$ cat config.mk
export PLATFORM = sky130hd
export DESIGN_NAME = charmem_ctrl
export DESIGN_NICKNAME = d
export VERILOG_FILES = /design/src/rtl/vga_text_pkg.sv /design/src/rtl/cursor_addr.sv /design/src/rtl/charmem_ctrl.sv
export SDC_FILE = /design/constraint.sdc
export NUM_CORES = 1
export LEC_CHECK = 0
export BUFFER_PORTS_ARGS = -buffer_cell sky130_fd_sc_hd__clkbuf_2
export CORE_MARGIN = 4
export CORE_UTILIZATION = 30
export DETAILED_ROUTE_END_ITERATION = 8
export PLACE_DENSITY = 0.56
export SYNTH_ARGS = -nofsm -noshare
export SYNTH_HDL_FRONTEND = slang
export SYNTH_SLANG_ARGS = --single-unit
$ cat constraint.sdc
create_clock -name clk -period 2.8 [get_ports clk]
set_input_delay 0.28 -clock clk [delete_from_list [all_inputs] [get_ports clk]]
set_output_delay 0.28 -clock clk [all_outputs]
set_load 0.02 [all_outputs]
$ cat src/rtl/vga_text_pkg.sv
// Shared text-mode character memory definitions: geometry defaults, command
// encodings, controller states and cursor helpers.
package vga_text_pkg;
   localparam int         COLS_DEF = 80;
   localparam int         ROWS_DEF = 30;
   localparam logic [7:0] FILL_DEF = 8'h20;
   localparam logic [7:0] NL_CHAR  = 8'h0A;

   typedef enum logic [1:0] {
      OP_SETPOS  = 2'd0,
      OP_HOME    = 2'd1,
      OP_CLEAR   = 2'd2,
      OP_NEWLINE = 2'd3
   } cmd_op_e;

   typedef enum logic [1:0] {
      ST_IDLE  = 2'd0,
      ST_WRITE = 2'd1,
      ST_CLEAR = 2'd2
   } state_e;

   typedef struct packed {
      logic [4:0] row;
      logic [6:0] col;
   } cursor_t;

   function automatic cursor_t next_line(cursor_t c, logic [4:0] row_max);
      cursor_t n;
      n.col = '0;
      n.row = (c.row == row_max) ? 5'd0 : c.row + 5'd1;
      return n;
   endfunction

   // Step one cell right, spilling into the next row and wrapping the screen.
   function automatic cursor_t advance(cursor_t c, logic [6:0] col_max, logic [4:0] row_max);
      cursor_t n;
      if (c.col == col_max) n = next_line(c, row_max);
      else begin
         n.col = c.col + 7'd1;
         n.row = c.row;
      end
      return n;
   endfunction
endpackage

$ cat src/rtl/cursor_addr.sv
// Linear character address from cursor position: row*COLS + col, built as a
// shift-add over the set bits of COLS so no multiplier is inferred.
module cursor_addr #(
   parameter int COLS = 80
) (
   input  logic [4:0]  row,
   input  logic [6:0]  col,
   output logic [11:0] addr
);
   localparam logic [11:0] COLS_W = 12'(COLS);

   always_comb begin
      addr = {5'd0, col};
      for (int i = 0; i < 12; i++)
         if (COLS_W[i]) addr = addr + ({7'd0, row} << i);
   end
endmodule

$ cat src/rtl/charmem_ctrl.sv
// Character RAM controller: arbitrates one single-port RAM between display
// fetch (always wins) and host writes / commands that move a text cursor.
module charmem_ctrl
   import vga_text_pkg::*;
#(
   parameter int         COLS = COLS_DEF,
   parameter int         ROWS = ROWS_DEF,
   parameter logic [7:0] FILL = FILL_DEF
) (
   input  logic        clk,
   input  logic        clr_n,
   input  logic        disp_req,
   input  logic [11:0] disp_addr,
   output logic [7:0]  disp_rdata,
   input  logic        wr_valid,
   output logic        wr_ready,
   input  logic [7:0]  wr_char,
   input  logic        cmd_valid,
   output logic        cmd_ready,
   input  logic [1:0]  cmd_op,
   input  logic [6:0]  cmd_col,
   input  logic [4:0]  cmd_row,
   output logic [11:0] ram_addr,
   output logic        ram_we,
   output logic [7:0]  ram_wdata,
   input  logic [7:0]  ram_rdata,
   output logic [6:0]  cur_col,
   output logic [4:0]  cur_row,
   output logic        busy
);
   localparam logic [6:0]  COL_MAX   = 7'(COLS - 1);
   localparam logic [4:0]  ROW_MAX   = 5'(ROWS - 1);
   localparam logic [11:0] LAST_ADDR = 12'(COLS * ROWS - 1);

   state_e      state;
   cursor_t     cur;
   logic [11:0] clr_cnt;
   logic [7:0]  chr;
   logic [11:0] cur_addr;

   cursor_addr #(.COLS(COLS)) u_addr (
      .row  (cur.row),
      .col  (cur.col),
      .addr (cur_addr)
   );

   assign disp_rdata = ram_rdata;
   assign cur_col    = cur.col;
   assign cur_row    = cur.row;
   assign cmd_ready  = clr_n && (state == ST_IDLE);
   assign wr_ready   = cmd_ready && !cmd_valid;
   assign busy       = clr_n && (state != ST_IDLE);

   // RAM port is combinational so display fetch can preempt in the same cycle.
   always_comb begin
      ram_addr  = disp_addr;
      ram_we    = 1'b0;
      ram_wdata = chr;
      if (!disp_req) begin
         case (state)
            ST_WRITE: begin
               ram_addr = cur_addr;
               ram_we   = clr_n;
            end
            ST_CLEAR: begin
               ram_addr  = clr_cnt;
               ram_we    = clr_n;
               ram_wdata = FILL;
            end
            default: ;
         endcase
      end
   end

   always_ff @(posedge clk) begin
      if (!clr_n) begin
         state   <= ST_IDLE;
         cur     <= '0;
         clr_cnt <= '0;
         chr     <= '0;
      end else begin
         case (state)
            ST_IDLE: begin
               if (cmd_valid) begin
                  case (cmd_op_e'(cmd_op))
                     OP_SETPOS: begin
                        cur.col <= (cmd_col > COL_MAX) ? COL_MAX : cmd_col;
                        cur.row <= (cmd_row > ROW_MAX) ? ROW_MAX : cmd_row;
                     end
                     OP_HOME:    cur   <= '0;
                     OP_CLEAR:   begin
                        clr_cnt <= '0;
                        state   <= ST_CLEAR;
                     end
                     OP_NEWLINE: cur   <= next_line(cur, ROW_MAX);
                     default:    ;
                  endcase
               end else if (wr_valid) begin
                  if (wr_char == NL_CHAR) cur <= next_line(cur, ROW_MAX);
                  else begin
                     chr   <= wr_char;
                     state <= ST_WRITE;
                  end
               end
            end
            ST_WRITE: begin
               if (!disp_req) begin
                  cur   <= advance(cur, COL_MAX, ROW_MAX);
                  state <= ST_IDLE;
               end
            end
            ST_CLEAR: begin
               if (!disp_req) begin
                  if (clr_cnt == LAST_ADDR) begin
                     clr_cnt <= '0;
                     cur     <= '0;
                     state   <= ST_IDLE;
                  end else begin
                     clr_cnt <= clr_cnt + 12'd1;
                  end
               end
            end
            default: state <= ST_IDLE;
         endcase
      end
   end
endmodule

==> results.txt <==
Cell taking the most area after synthesis: dfxtp_1
Die ar.: 0.0106 mm2
Pin count of the biggest net entering global routing: 17
DR vias: 2,745
Setup TNS Final: 0 ns
Io pins: 91
DRC errors left: 0
EDFF count, synth: 0
Slew HR: 60.5%
Cell count after synthesis: 341
Mean post-synth cell area: 7.92 um2
Worst-Skew Late Latency: 0.29 ns
Fillers: 891
Fin. max-slew vios: 0
GRT Util Overall: 15.1%
Synth Area in Adders: 9.36%
Reg2Reg Depth: 7
Multi-input logic area: 0.00185 mm2
Diode count: 0
Synth top area cells: dfxtp_1, ha_1, o21ai_0
Final setup fails: 0
Crit Path Class: reg -> out
Die height: 103 um
CP endpoint kind: primary output
Worst Path Required: 2.52 ns
XOR/XNOR Fraction of Synth Area: 3.89%
CTS Buf Count: 5
Count of hold-fix buffers inserted at cts: 0
Util after Layout: 38.2%
Share of cells above drive strength 1: 29.1%
CTS Buffer Depth: 2
Worst Hold Class: in -> reg
Seq/Total Area, Yosys: 25.2%
Simple-Gate Fraction of Synth Area: 24.7%
Final hold violation count: 0
RSZ-0062 raised after global routing: yes
Worst-path fanout max: 2
PwrDens: 522 mW/mm2
Initial DRT Pass Iterations: 5
Core area: 0.00872 mm2
ANT nets after route: 0
# port buffers: 74
Ys async rst share: 0%
Final GP Congestion: 0.869
H-Tree Level Count: 2
Die width: 103 um
Yosys cell types: 64
WHS: 0.241 ns
Drt wl/cell: 14.9 um
Mux cell area share after synthesis: 3.71%
Initial antenna violation count: 0
Fin crit share: 98.7%
Post-synth top area share: 25.2%
Worst slack, placed: 0.137 ns
1st-iter DRT viols: 131
Ys Warns: 0
R2r endpoint: cur_col[1]
Setup WS post-layout: 0.0375 ns
Clock sinks: 34
Hold Crit Depth: 3
Nets: 481
Number of synthesized register bits: 34
R2R Setup Slk: 0.52 ns
Global-route wire length before repair: 12,600 um
Status: completed
HP Start: wr_char[7]
Storage element area: 683 um2
Largest family of logic cells by synthesized area: compound AO/OA/AOI/OAI gates
Compound-Gate Fraction of Synth Area: 25.3%
Row count: 34
Initial Utilization: 31.0%
Setup bufs post-CTS: 0
DP HPWL: 6160 um
Fmax: 362 MHz
Worst slew pin tran: 0.592 ns
MaxCap Viol Count: 0
Grt ovf: 0
R2R Path Start: state[0]
CTS tree: yes
Hold EP: chr[7]
Most used DFF post-synth: dfxtp_1
Vias in the first global route: 2,565
Worst vdd ir: 217 uV
Min Clock Period, post-route: 2.76 ns
Post-Syn Area: 0.00270 mm2
DRT Wirelength: 7820 um
Clk root buf: clkbuf_8
Leak pwr: 1.40 nW
Area grow syn2layout: 23.5%
Crit path DAT: 2.48 ns
Worst Skew: 0.00784 ns
Vias per cell: 5.24
Startpoint types: flop
Worst-path clk slew: 0.08 ns
Post-Syn Nets: 407
## cell type report
cell class                      count  share of cell area [%]
Timing Repair Buffer               91                    15.0
Tap cell                          108                    4.05
Inverter                           20                    2.25
Multi-Input combinational cell    263                    55.5
Sequential cell                    34                    20.5
Clock inverter                      1                   0.150
Clock buffer                        7                    2.59
## worst max-delay path: stages (launching register included)
cell	delay, ns
dfxtp_2	0.34
inv_2	0.04
fa_2	0.60
inv_2	0.06
ha_4	0.22
a211oi_4	0.20
o21bai_1	0.08
a21oi_1	0.18
mux2i_1	0.20
o211ai_1	0.11
buf_4	0.17
## worst max-delay path by stage
| stage | startpoint | endpoint | slack, ns | cells after the start |
|---|---|---|---|---|
| finish | cur_row[0] | ram_addr[10] | 0.04 | 10 |
| global route | cur_row[0] | ram_addr[10] | -0.09 | 10 |
| detailed placement | cur_col[6] | ram_addr[10] | 0.14 | 10 |
| global placement | cur_col[6] | ram_addr[10] | 0.17 | 10 |
| floorplan | cur_col[6] | ram_addr[9] | 0.01 | 8 |
| CTS | cur_row[0] | ram_addr[10] | 0.005 | 10 |
## power by group
part / switching [W] / internal, W
clock network: 0.000193 / 0.000199
logic: 0.000463 / 0.000315
registers: 0.0000440 / 0.000527
total: 0.000700 / 0.00104
## metal layers
metal | wire (um) | global-route usage, %
met5 | 0 | 0
met4 | 64 | 3.59
met3 | 551 | 2.50
met2 | 3560 | 23.8
met1 | 3640 | 21.5
## cell usage after synthesis, types with 3 or more instances
master / n
or3_1: 4
and2_1: 12
nor3b_1: 3
inv_1: 20
nand2b_1: 5
buf_4: 8
nand3_1: 9
a311oi_1: 4
o31ai_1: 4
o21a_1: 3
o21ai_0: 27
a22oi_1: 8
ha_1: 17
a21oi_1: 23
nand3b_1: 3
xnor2_1: 9
nor3_1: 9
xor2_1: 3
o211ai_1: 3
dfxtp_1: 34
nor4_1: 6
clkbuf_1: 12
nand2_1: 26
nor2_1: 26
mux2i_1: 10
nand4_1: 3
## layout by cell type, fill, tap and decap left out, types with 4 or more instances in the layout
cell,instances
clkbuf_2,72
dfxtp_1,32
nand2_1,26
nor2_1,26
o21ai_0,25
a21oi_1,23
buf_4,18
inv_1,16
ha_1,15
and2_1,12
mux2i_1,10
xnor2_1,9
nand3_1,9
nor3_1,9
a22oi_1,8
nor4_1,6
clkbuf_8,6
nand2b_1,5
inv_2,4
or3_1,4
o31ai_1,4
a311oi_1,4
## registers in the layout (all words and copies together), names as in the netlist
name	count
chr	8
clr_cnt	12
cur_col	7
cur_row	5
state	2
## metrics by stage
stage	instance area, um2	power [W]	cells
6_report	3340	0.00174	524
5_1_grt	3340	0.00186	524
4_1_cts	3310	0.00175	524
3_5_place_dp	3200	0.00134	516
3_3_place_gp	3200	0.00133	516
2_1_floorplan	2700	0.00110	341
## repair_timing
item                                   4_1_cts  5_1_grt
endpoints found under the hold margin        0        0
setup endpoints to repair                    4        4
pin swaps                                    6        5
resized for setup                            7       10
## cell families (layout without fill, tap and decap cells)
group / count (synthesis) / count (layout)
multiplexers: 10 / 10
adder cells (fa/ha/maj): 19 / 19
AND/OR/NAND/NOR: 122 / 122
flip-flops: 34 / 34
AO/OA/AOI/OAI: 100 / 100
buffers and inverters: 44 / 119
XOR/XNOR: 12 / 12
Note: power is estimated with default switching activity, not from simulation.
